<file path="src/rtl/forward_scoreboard_if.sv">
// Operand-forwarding scoreboard bus: issue-slot descriptor, operand
// lookups and the forwarding/stall results returned to the pipeline.
interface forward_scoreboard_if #(
  parameter int NUM_RD = 2,
  parameter int STAGES = 3,
  parameter int AW     = 5
);
  localparam int SW = $clog2(STAGES + 1);

  logic                 hold;
  logic                 flush;
  logic                 iss_valid;
  logic                 iss_regwrite;
  logic                 iss_load;
  logic [AW-1:0]        iss_rd;
  logic [NUM_RD*AW-1:0] rd_addr;
  logic [NUM_RD-1:0]    rd_used;
  logic                 cnt_clr;
  logic [NUM_RD*SW-1:0] fwd_sel;
  logic                 stall;
  logic [15:0]          stall_cnt;

  // Pipeline control / issue side drives the lookups and reads the verdict.
  modport master (
    output hold, flush, iss_valid, iss_regwrite, iss_load, iss_rd,
           rd_addr, rd_used, cnt_clr,
    input  fwd_sel, stall, stall_cnt
  );

  // Scoreboard consumes the lookups and produces the verdict.
  modport slave (
    input  hold, flush, iss_valid, iss_regwrite, iss_load, iss_rd,
           rd_addr, rd_used, cnt_clr,
    output fwd_sel, stall, stall_cnt
  );
endinterface

</file>
<file path="src/rtl/forward_scoreboard.sv">
// Forwarding scoreboard: tracks destination registers of the last STAGES
// issued writers, selects the youngest ready producer per operand port and
// raises a load-use stall when the youngest producer is a load not yet ready.
// LOAD_RDY must lie in 1..STAGES; LOAD_RDY=1 makes loads forwardable at once.
module forward_scoreboard #(
  parameter int NUM_RD   = 2,
  parameter int STAGES   = 3,
  parameter int LOAD_RDY = 2,
  parameter int AW       = 5
) (
  input  logic              clk,
  input  logic              reset,
  forward_scoreboard_if.slave bus
);
  localparam int SW = $clog2(STAGES + 1);

  // Index 0 holds stage 1 (youngest).
  logic [STAGES-1:0]    vld_q, vld_d;
  logic [STAGES-1:0]    ld_q, ld_d;
  logic [AW-1:0]        rd_q [STAGES];
  logic [AW-1:0]        rd_d [STAGES];
  logic [15:0]          cnt_q, cnt_d;
  logic [NUM_RD*SW-1:0] fwd_sel;
  logic [NUM_RD-1:0]    haz;
  logic                 stall;
  logic                 capture;

  // Per-port lookup: first valid match from the youngest stage wins, even when
  // that producer is a load that cannot forward yet (then it is a hazard).
  always_comb begin
    logic hit;
    fwd_sel = '0;
    haz     = '0;
    for (int p = 0; p < NUM_RD; p++) begin
      hit = 1'b0;
      if (bus.rd_used[p] && (bus.rd_addr[p*AW +: AW] != '0)) begin
        for (int k = 0; k < STAGES; k++) begin
          if (!hit && vld_q[k] && (rd_q[k] == bus.rd_addr[p*AW +: AW])) begin
            hit = 1'b1;
            if (!ld_q[k] || ((k + 1) >= LOAD_RDY)) begin
              fwd_sel[p*SW +: SW] = SW'(k + 1);
            end else begin
              haz[p] = 1'b1;
            end
          end
        end
      end
    end
  end

  // A killed issue slot needs no operands, so flush masks the stall; a stalled
  // or killed slot enters the tracker as a bubble.
  always_comb begin
    stall   = (|haz) & ~bus.flush;
    capture = bus.iss_valid & bus.iss_regwrite & (bus.iss_rd != '0) &
              ~bus.flush & ~stall;
  end

  // Next-state: shift the tracker one stage unless frozen; saturating counter
  // with clear taking priority.
  always_comb begin
    vld_d = vld_q;
    ld_d  = ld_q;
    rd_d  = rd_q;
    cnt_d = cnt_q;
    if (!bus.hold) begin
      vld_d[0] = capture;
      ld_d[0]  = bus.iss_load;
      rd_d[0]  = bus.iss_rd;
      for (int k = 1; k < STAGES; k++) begin
        vld_d[k] = vld_q[k-1];
        ld_d[k]  = ld_q[k-1];
        rd_d[k]  = rd_q[k-1];
      end
    end
    if (bus.cnt_clr) begin
      cnt_d = '0;
    end else if (stall && !bus.hold && (cnt_q != 16'hFFFF)) begin
      cnt_d = cnt_q + 16'd1;
    end
  end

  // Control state: valid bits and stall counter, cleared asynchronously.
  always_ff @(posedge clk or negedge reset) begin
    if (!reset) begin
      vld_q <= '0;
      cnt_q <= '0;
    end else begin
      vld_q <= vld_d;
      cnt_q <= cnt_d;
    end
  end

  // Entry payload: meaningful only while the matching valid bit is set.
  always_ff @(posedge clk) begin
    ld_q <= ld_d;
    rd_q <= rd_d;
  end

  assign bus.fwd_sel   = fwd_sel;
  assign bus.stall     = stall;
  assign bus.stall_cnt = cnt_q;

endmodule

</file>
<file path="src/flat_wrapper.sv">
// flat-port wrapper written by rule: the top's interface ports become plain ports
module forward_scoreboard_flat 
#(
  parameter int NUM_RD   = 2,
  parameter int STAGES   = 3,
  parameter int LOAD_RDY = 2,
  parameter int AW       = 5
)
  (clk, reset, bus_hold, bus_flush, bus_iss_valid, bus_iss_regwrite, bus_iss_load, bus_iss_rd, bus_rd_addr, bus_rd_used, bus_cnt_clr, bus_fwd_sel, bus_stall, bus_stall_cnt);
  forward_scoreboard_if #(.NUM_RD(NUM_RD), .STAGES(STAGES), .AW(AW)) bus_i ();
  input  logic clk;
  input  logic reset;
  input wire logic [$bits(bus_i.hold)-1:0] bus_hold;
  input wire logic [$bits(bus_i.flush)-1:0] bus_flush;
  input wire logic [$bits(bus_i.iss_valid)-1:0] bus_iss_valid;
  input wire logic [$bits(bus_i.iss_regwrite)-1:0] bus_iss_regwrite;
  input wire logic [$bits(bus_i.iss_load)-1:0] bus_iss_load;
  input wire logic [$bits(bus_i.iss_rd)-1:0] bus_iss_rd;
  input wire logic [$bits(bus_i.rd_addr)-1:0] bus_rd_addr;
  input wire logic [$bits(bus_i.rd_used)-1:0] bus_rd_used;
  input wire logic [$bits(bus_i.cnt_clr)-1:0] bus_cnt_clr;
  output wire logic [$bits(bus_i.fwd_sel)-1:0] bus_fwd_sel;
  output wire logic [$bits(bus_i.stall)-1:0] bus_stall;
  output wire logic [$bits(bus_i.stall_cnt)-1:0] bus_stall_cnt;
  assign bus_i.hold = bus_hold;
  assign bus_i.flush = bus_flush;
  assign bus_i.iss_valid = bus_iss_valid;
  assign bus_i.iss_regwrite = bus_iss_regwrite;
  assign bus_i.iss_load = bus_iss_load;
  assign bus_i.iss_rd = bus_iss_rd;
  assign bus_i.rd_addr = bus_rd_addr;
  assign bus_i.rd_used = bus_rd_used;
  assign bus_i.cnt_clr = bus_cnt_clr;
  assign bus_fwd_sel = bus_i.fwd_sel;
  assign bus_stall = bus_i.stall;
  assign bus_stall_cnt = bus_i.stall_cnt;
  forward_scoreboard #(.NUM_RD(NUM_RD), .STAGES(STAGES), .LOAD_RDY(LOAD_RDY), .AW(AW)) u_core (.clk(clk), .reset(reset), .bus(bus_i));
endmodule
</file>
<file path="config.mk">
export PLATFORM = sky130hd
export DESIGN_NAME = forward_scoreboard_flat
export DESIGN_NICKNAME = d
export VERILOG_FILES = /design/src/rtl/forward_scoreboard_if.sv /design/src/rtl/forward_scoreboard.sv /design/src/flat_wrapper.sv
export SDC_FILE = /design/constraint.sdc
export NUM_CORES = 1
export LEC_CHECK = 0
export ABC_AREA = 1
export CAP_MARGIN = 20
export CORE_MARGIN = 10
export CORE_UTILIZATION = 55
export CTS_CLUSTER_SIZE = 28
export DETAILED_ROUTE_END_ITERATION = 16
export MAX_ROUTING_LAYER = met4
export PLACE_DENSITY = 0.84
export SYNTH_ARGS = -nofsm -noshare
export SYNTH_HDL_FRONTEND = slang
export SYNTH_SLANG_ARGS = --single-unit
</file>
<file path="constraint.sdc">
create_clock -name clk -period 4.6 [get_ports clk]
set_input_delay 0.92 -clock clk [delete_from_list [all_inputs] [get_ports clk]]
set_output_delay 0.92 -clock clk [all_outputs]
set_load 0.02 [all_outputs]
</file>
* Word level (Yosys, flattened, before mapping)
Index checks and enable logic that the tools add are counted.
** Storage, ports and cells
- Flip-flop bits (word level) :: 35
- Output and inout port bits :: 21
- Logic and storage cells :: 69
- Bits of input ports :: 25
** Cells by class
- Equality and inequality tests :: 7
- Muxes and demuxes :: 24
- Bitwise operators :: 7
- Reduce and logical (&&, ||, !) cells :: 24
- $add $sub $neg :: 1
** Operators by type and width (count)
- 16-bit two-way mux :: 2
- 5-bit == test :: 6
- 16-bit by 1-bit adder with 16-bit output (second input constant) :: 1
- 16-bit != test (second input constant) :: 1
- 1-bit two-way mux :: 15
- 5-bit nonzero test :: 3
- 1-bit logical AND :: 14
- 2-bit two-way mux :: 7
- 1-bit AND :: 5
- 1-bit logical NOT :: 5
- 1-bit NOT :: 2
- 2-bit nonzero test :: 1
- 2-bit OR reduction :: 1

* Longest topological paths before layout
- Word-level depth :: 14
- Gate-level depth with buffers :: 12
- Gate-level depth less buffers :: 11

* Worst setup path before layout
OpenSTA, ideal clock, no wires.
- Path type :: in2out
- Start :: input bus_rd_addr[8]
- End :: output bus_fwd_sel[2]
- Required time :: 3.680 ns
- Stages :: 6
- Buffers on the path :: 0
- Setup slack :: 1.859 ns
- Arrival time :: 1.821 ns
- Cell sequence :: inv_2 a21oi_1 nand2_1 nor2_1 nand3_1 o21ai_0
** Between the ends
- Word-level cells in the longest chain between the ends :: 14
- Elaborated cells between the ends (all ways) :: 20
- Those cells by class :: 3 x eq/ne; 8 x mux; 9 x reduce/logical
** RTL lines
- start, declared :: line flat_wrapper.sv:19 : input wire logic [$bits(bus_i.rd_addr)-1:0] bus_rd_addr;
- 5-bit == test :: line forward_scoreboard.sv:38 : if (!hit && vld_q[k] && (rd_q[k] == bus.rd_addr[p*AW +: AW])) begin
- 1-bit logical AND :: line forward_scoreboard.sv:38
- 1-bit two-way mux :: line forward_scoreboard.sv:38
- 1-bit two-way mux :: line forward_scoreboard.sv:36 : if (bus.rd_used[p] && (bus.rd_addr[p*AW +: AW] != '0)) begin
- 1-bit logical NOT :: line forward_scoreboard.sv:38
- 1-bit logical AND (2 in series) :: line forward_scoreboard.sv:38
- 1-bit two-way mux :: line forward_scoreboard.sv:38
- 1-bit two-way mux :: line forward_scoreboard.sv:36
- 1-bit logical NOT :: line forward_scoreboard.sv:38
- 1-bit logical AND (2 in series) :: line forward_scoreboard.sv:38
- 2-bit two-way mux :: line forward_scoreboard.sv:38
- 2-bit two-way mux (*) :: line forward_scoreboard.sv:36
- end, declared :: line flat_wrapper.sv:22 : output wire logic [$bits(bus_i.fwd_sel)-1:0] bus_fwd_sel;
Every way passes the cells marked *; elsewhere a longest branch is shown, timed or not. The select of a mux whose other input is x is not followed.

* Final worst setup path
- Start :: input bus_rd_addr[2]
- End :: output bus_fwd_sel[1]
Same word-level chain as after synthesis.

==> run summary <==
The cell depth of the worst setup path works out to 8. The most common cell in the synthesized netlist was sky130_fd_sc_hd__nand2_1. Type of element launching the critical path: an input pin. The source-to-sink clock delay at the later pin of the worst-skew pair came out at 0.29 ns.

The signal on the critical path passes through clkdlybuf4s50_1, inv_1, nand2_1, nand3_1, nor4_1, nand2_1, a21oi_1, clkdlybuf4s50_1. For the number of hold-slack violations in the final timing report, the log shows 0. Setup repair after global routing left no endpoint under its margin.

The synthesized-area fraction occupied by adder cells came out at 0.575%. The tools report the clock sink count as 35. Per report_power, the sequential group accounts for 52.3% of the total. Max-cap violations in this run came to 0. The number of nets handed over by synthesis was 318. The clock input transition at the sequential cells of the worst setup and hold paths is 0.06 ns, and the count of final setup violators is 0. Counting distinct cell types in the post-synthesis netlist gives 30. Counting instances in the post-synthesis netlist gives the leading cell types as sky130_fd_sc_hd__nand2_1, sky130_fd_sc_hd__nor2_1, sky130_fd_sc_hd__nand3_1. For the via count of the first global-routing pass, the log shows 1,944. The capturing element type of the critical path was an output pin.

The synthesized netlist devotes 35.8% of its cell area to simple gates. For this run, the post-layout net count is 365. sky130_fd_sc_hd__edfxtp_1 takes more of the synthesized area than any other cell. The share of the synthesized area in the top cell type came out at 22.1%. The number of buffers and inverters on the critical path is 3. The required time of the critical path is 3.68 ns, and the standard cell area after detailed placement is 2660 um^2. Area of the core region: 3740 um^2. The post-route netlist has 5.29% of its cells at a drive strength greater than 1.

The largest individual stage delay along the critical path comes from the cell sky130_fd_sc_hd__clkdlybuf4s50_1. The fmax is 262 MHz. Dividing the synthesized area by the synthesized cell count gives 7.45 um^2. The compound-gate portion of the synthesized area is 6.33%, and the weighted congestion at the end of routability-driven global placement is 0.941. Dividing the detail-routed wire length by the instance count gives 14.5 um. Multiplexer cells account for 0% of the synthesized area. Floorplan die width: 82.9 um. For this block, the via count after detailed routing is 2,116. TritonCTS built the clock tree. During I/O placement, the number of pins put on the boundary was 46. For this run, the slowest stage of the critical path takes 0.62 ns. The number of cells on the worst reg-to-reg path is 10. For this design the ratio of total power to cell area is 252 nW/um^2. The maximum vdd drop is 0.000319 V. The predominant post-synthesis flop cell was sky130_fd_sc_hd__dfrtp_1. The sum of net half-perimeters after detailed placement came out at 4230 um.

The path class of the tightest hold or removal check is reg -> reg. The clock passes through at most 2 buffers. The share of the cycle needed by the critical path after routing was 82.8%; the switching part of the total power was 26.4%. The logs give 0.505 ns for the worst slack on hold paths and 1.19 nW for the static leakage power.

The worst hold path passes through 2 cells. For this run, the number of Yosys warnings is 0. The critical path in this run is classified as in -> out. For the fraction of the yosys area taken by sequential cells, the log shows 43.9%. Of all nets on the critical path, the largest fanout is 4. Once the floorplan was initialized, standard cells occupied 58.1% of the core. The run gives 6870 um^2 as the overall die area. The clock tree root driver cell is sky130_fd_sc_hd__clkbuf_8. The final total negative setup slack is 0 ns, and the instance count of the mapped netlist is 292.

The xor and xnor fraction of the mapped netlist area came out at 6.44%. The flow ran to the end, and the final reports show no timing, DRC or antenna violations. Internal power comes to 0.000510 W. The cell area after synthesis was 2180 um^2. In the routed layout, each cell is associated on average with a via count of 5.45. The tools report the maximum number of pins on one net before global-route repair as 20. After synthesis, the share of flip-flops with an asynchronous set or reset is 54.3%.

Synthesis inferred 35 register bits. For the pin with the worst max-slew slack, the measured transition is 0.837 ns. The number of slew-limit violations in the final report came out at 0.

In this run, CTS created clock tree buffers numbering 5. Counting flops with a built-in enable in the synthesized netlist gives 16. After detailed routing, the number of remaining DRC violations is 0. At the worst endpoint, the arrival time is 2.89 ns. Number of violations reported at the end of detailed-routing iteration 0: 229. The layout-stage area growth over the synthesis result was 26.2%; the routed wire length was 5620 um.

The maximum level of the CTS H-tree is 2, and the worst max-slew margin expressed relative to the limit is 44.0%. The all-layer global routing usage is 16.4%, and the height of the die is 82.9 um. For the first-pass GRT wire length, the log shows 9450 um. The quantity of hold-fixing buffers added after cts is 0, and the total global routing overflow is 0. The count of antenna-violating nets left after detailed routing is 0.

The floorplan has 22 rows. Once layout is complete, the utilization of the core stands at 73.4%. Broken down by cell family, the worst path's largest delay share belongs to buffers and inverters. By area, the combinational part of the netlist is dominated by simple AND/OR/NAND/NOR gates. The run gives 0.000183 W as the switching power of the nets. For the antenna diode count, the log shows 0. Worst-case register-to-register setup slack: 2.66 ns.

The final critical path time including I/O delays and setup was 3.81 ns; the post-CTS resize count was 0. The logs give 2750 um^2 for the final standard cell area without fillers and 5 for the length of the first detailed-routing pass in iterations. The logs give 14.8% for the combinational cell fraction of total power and 0 for the total setup buffers inserted after CTS. The number of antenna violations at the first check in global routing is 0.

In this run the tool buffered the top-level ports with 45 buffer cells. Sorting the synthesized cells by area gives the leading types as sky130_fd_sc_hd__edfxtp_1, sky130_fd_sc_hd__dfrtp_1, sky130_fd_sc_hd__nand2_1. The clock share of power came out at 32.9%. Between clock sinks in the finished design, the worst skew comes to 0.0126 ns.
==> final timing paths <==
check / end / start
setup / recovery: bus_fwd_sel[1] / bus_rd_addr[2]
hold / removal: u_core.vld_q[1] / u_core.vld_q[1]
setup reg to reg: u_core.bus.stall_cnt[3] / u_core.bus.stall_cnt[0]
hold reg to reg: u_core.vld_q[1] / u_core.vld_q[1]
max in group asynchronous: u_core.bus.stall_cnt[4] / reset
min in group asynchronous: u_core.vld_q[0] / reset
==> registers in the layout (all words and copies together), names as in the netlist <==
name,count
u_core.bus.stall_cnt,16
u_core.rd_q,15
u_core.vld_q,3
u_core.ld_q,1
==> tightest hold or removal path, stage by stage (launching register included) <==
cell and delay, ns:
sky130_fd_sc_hd__dfrtp_1 0.36, sky130_fd_sc_hd__nand2_1 0.05, sky130_fd_sc_hd__o21ai_0 0.06
==> layout by cell type, fill, tap and decap left out, types with 2 or more instances in the layout <==
| master | n |
|---|---|
| sky130_fd_sc_hd__a21oi_1 | 12 |
| sky130_fd_sc_hd__clkbuf_8 | 6 |
| sky130_fd_sc_hd__clkdlybuf4s50_1 | 45 |
| sky130_fd_sc_hd__clkinv_1 | 2 |
| sky130_fd_sc_hd__dfrtp_1 | 19 |
| sky130_fd_sc_hd__edfxtp_1 | 16 |
| sky130_fd_sc_hd__inv_1 | 27 |
| sky130_fd_sc_hd__inv_2 | 4 |
| sky130_fd_sc_hd__nand2_1 | 87 |
| sky130_fd_sc_hd__nand3_1 | 28 |
| sky130_fd_sc_hd__nand4_1 | 9 |
| sky130_fd_sc_hd__nor2_1 | 38 |
| sky130_fd_sc_hd__nor3_1 | 5 |
| sky130_fd_sc_hd__o21ai_0 | 8 |
| sky130_fd_sc_hd__o22ai_1 | 4 |
| sky130_fd_sc_hd__or2_2 | 2 |
| sky130_fd_sc_hd__xnor2_1 | 2 |
| sky130_fd_sc_hd__xor2_1 | 14 |
==> layout make-up <==
class | count | area [um^2]
Sequential cell | 35 | 956
Clock inverter | 1 | 3.75
Inverter | 32 | 120
Multi-Input combinational cell | 220 | 1070
Fill cell | 320 | 997
Timing Repair Buffer | 45 | 450
Clock buffer | 7 | 86.3
Tap cell | 48 | 60.1
==> stage by stage <==
stage / setup slack, ns / power (W) / std cells
finish: 0.790 / 0.000693 / 388
global route: 0.597 / 0.000724 / 388
CTS: 0.793 / 0.000696 / 388
detailed placement: 0.802 / 0.000470 / 380
global placement: 0.839 / 0.000468 / 380
floorplan: 1.86 / 0.000417 / 292
==> power groups by stage <==
stage / clock (W) / combinational, W / sequential [W]
detailed placement: 0 / 0.000101 / 0.000368
global placement: 0 / 0.000101 / 0.000367
CTS: 0.000232 / 0.000102 / 0.000362
finish: 0.000228 / 0.000102 / 0.000363
global route: 0.000245 / 0.000114 / 0.000364
floorplan: 0 / 0.0000505 / 0.000366
==> per-layer routing <==
metal  wire [um]  GRT usage [%]  vias to the layer above
li1            -              -                     1042
met1        2660           21.7                      989
met2        2530           24.3                       80
met3         381           4.49                        5
met4          49           4.00                        0
met5           0              -                        -
==> cell families (layout without fill, tap and decap cells) <==
kind of cell | after synthesis | after routing
simple gates | 177 | 177
buf+inv | 37 | 85
flops | 35 | 35
compound gates | 26 | 26
xor+xnor | 16 | 16
fa+ha+maj | 1 | 1
Power figures use the tool's default switching activity.
==> variant, RTL diff (config.mk and constraints unchanged) <==
`STAGES` is set to 3 in 3 places; all go to 6.
--- a/src/rtl/forward_scoreboard_if.sv
+++ b/src/rtl/forward_scoreboard_if.sv
@@ -4,3 +4,3 @@
   parameter int NUM_RD = 2,
-  parameter int STAGES = 3,
+  parameter int STAGES = 6,
   parameter int AW     = 5
--- a/src/rtl/forward_scoreboard.sv
+++ b/src/rtl/forward_scoreboard.sv
@@ -6,3 +6,3 @@
   parameter int NUM_RD   = 2,
-  parameter int STAGES   = 3,
+  parameter int STAGES   = 6,
   parameter int LOAD_RDY = 2,
--- a/src/flat_wrapper.sv
+++ b/src/flat_wrapper.sv
@@ -4,3 +4,3 @@
   parameter int NUM_RD   = 2,
-  parameter int STAGES   = 3,
+  parameter int STAGES   = 6,
   parameter int LOAD_RDY = 2,
Interface: changed (resized bus_fwd_sel); port bits go from 46 to 48. No check against the original RTL was run, so the function may have changed too.
==> variant against the unedited design <==
Worst setup slack lost 0.43 ns; power grew 47%; area after synthesis grew 53%; sequential cell count grew 18; design area grew 46%; routed wire length grew 72%; clock power grew 38%; cell count grew 45%; sequential share of layout area grew 2.1 points.
==> variant: results (changes against the unedited design) <==
{
  "outcome": {"value": "completed"},
  "synth-adder-area-share": {"value": 0.003758, "change": "-0.001992"},
  "ys_seq_area_frac": {"value": 0.4449, "change": "+0.005613"},
  "grtUsageTotal": {"value": 0.2062, "change": "+0.04174"},
  "power.net_switching": {"value": 0.2851, "unit": "mW", "change": "+56%"},
  "grt_first_pass_wirelength": {"value": 15830, "unit": "µm", "change": "+68%"},
  "worst_ep_arrival_time": {"value": 3.32, "unit": "ns", "change": "+0.43 ns"},
  "nFillCells": {"value": 478, "change": "+49%"},
  "synth.area.top_cells": {"value": "sky130_fd_sc_hd__edfxtp_1 (28%), sky130_fd_sc_hd__dfrtp_1 (17%), sky130_fd_sc_hd__nand2_1 (11%), sky130_fd_sc_hd__nor2_1 (6.8%), sky130_fd_sc_hd__inv_1 (5.1%)"},
  "global_route.usage.met1": {"value": 0.2907, "change": "+0.07399"},
  "path_clk_slew": {"value": 0.11, "unit": "ns", "change": "+0.05 ns"},
  "drt-wirelength-per-cell": {"value": 17.22, "unit": "µm", "change": "+19%"},
  "timing.hold.worst.start": {"value": "u_core.rd_q[13]"},
  "postSynth.topFlopCell": {"value": "sky130_fd_sc_hd__edfxtp_1"},
  "detailroute.via_count": {"value": 3187, "change": "+51%"},
  "first_global_vias": {"value": 2994, "change": "+54%"},
  "vdd_ir_drop_max": {"value": 240.8, "unit": "µV", "change": "-25%"},
  "relSlewSlack": {"value": 0.6377, "change": "+0.1978"},
  "synth-edff-count": {"value": 31, "change": "+15"},
  "final_layout_size_suffix_gt1_frac": {"value": 0.09671, "change": "+0.04377"},
  "worst_clock_skew": {"value": 0.01256, "unit": "ns", "change": "-0.00003520 ns"},
  "gp_congestion": {"value": 0.9875, "change": "+5.0%"},
  "ys_async_sr_fraction": {"value": 0.4151, "change": "-0.1278"},
  "post_synth_most_frequent_cells": {"value": "sky130_fd_sc_hd__nand2_1 (101), sky130_fd_sc_hd__nor2_1 (60), sky130_fd_sc_hd__inv_1 (45)"},
  "crit_start": {"value": "bus_rd_addr[4]"},
  "grt_max_degree": {"value": 26, "change": "+30%"},
  "place_hpwl": {"value": 7648, "unit": "µm", "change": "+81%"},
  "syn_nets": {"value": 459, "change": "+44%"},
  "globalRouteMet2Util": {"value": 0.3010, "change": "+0.05795"},
  "clock_insertion_delay_worst_skew": {"value": 0.32, "unit": "ns", "change": "+0.03 ns"},
  "p_leak": {"value": 1.736, "unit": "nW", "change": "+45%"}
}
## variant: cell count changes after synthesis, sizes merged, moves of 14 or more
cell and change:
o21ai +14, edfxtp +15, nor2 +25, nand2 +18, inv +26, o22ai +14
## variant: cell families (layout without fill, tap and decap cells)
family,after synthesis,after routing
flops,53,53
simple gates,231,231
buf+inv,64,117
xor+xnor,18,18
compound gates,66,66
fa+ha+maj,1,1
## variant: power groups by stage
stage	registers, mW	logic (mW)	clock network, mW
after floorplan	0.556	0.0837	0
final	0.558	0.143	0.315
after CTS	0.557	0.140	0.320
after global routing	0.561	0.159	0.337
after global placement	0.568	0.139	0
after detailed placement	0.567	0.139	0
## variant: worst max-delay path: cells and delay by family
| family | cells | cell delay, ns |
|---|---|---|
| buffers and inverters | 3 | 1.42 |
| and+or+nand+nor | 8 | 0.83 |
| AOI/OAI and AO/OA | 1 | 0.15 |
## variant: area by class of cell
class                   instances  area [µm²]  share of cell area
multi-input cells             316        1602              0.3988
well taps                      75       93.84             0.02336
clock inverters                 2       20.02            0.004984
clock buffers                   6       93.84             0.02336
inverters                      58       217.7             0.05421
flip-flops and latches         53        1481              0.3688
repair buffers                 51       508.0              0.1265
## variant: path summary, 6_finish.rpt
kind	to	slack, ns	cells after the start
max	bus_fwd_sel[1]	0.36	12
min	u_core.rd_q[8]	0.51	0
max reg2reg	u_core.bus.stall_cnt[11]	2.76	8
min reg2reg	u_core.rd_q[8]	0.51	0
max in group asynchronous	u_core.vld_q[0]	3.19	2
min in group asynchronous	u_core.bus.stall_cnt[0]	0.95	1
## variant: metrics by stage
stage / hold WS (ns) / area (µm²) / instances / setup WS (ns)
5_1_grt: 0.5390 / 4016 / 561 / 0.1419
3_3_place_gp: 0.4766 / 3887 / 552 / 0.4281
3_5_place_dp: 0.4709 / 3887 / 552 / 0.3825
2_1_floorplan: 0.4503 / 3329 / 433 / 1.563
4_1_cts: 0.5098 / 4001 / 560 / 0.3817
6_report: 0.5061 / 4016 / 561 / 0.3570
## variant: routing by layer
layer  share of wire  vias to the layer above  wire (µm)
met2            0.44                      143       4230
met1            0.47                     1488       4507
li1                -                     1542          -
met3           0.080                       14        773
met5               0                        -          0
met4           0.016                        0        150
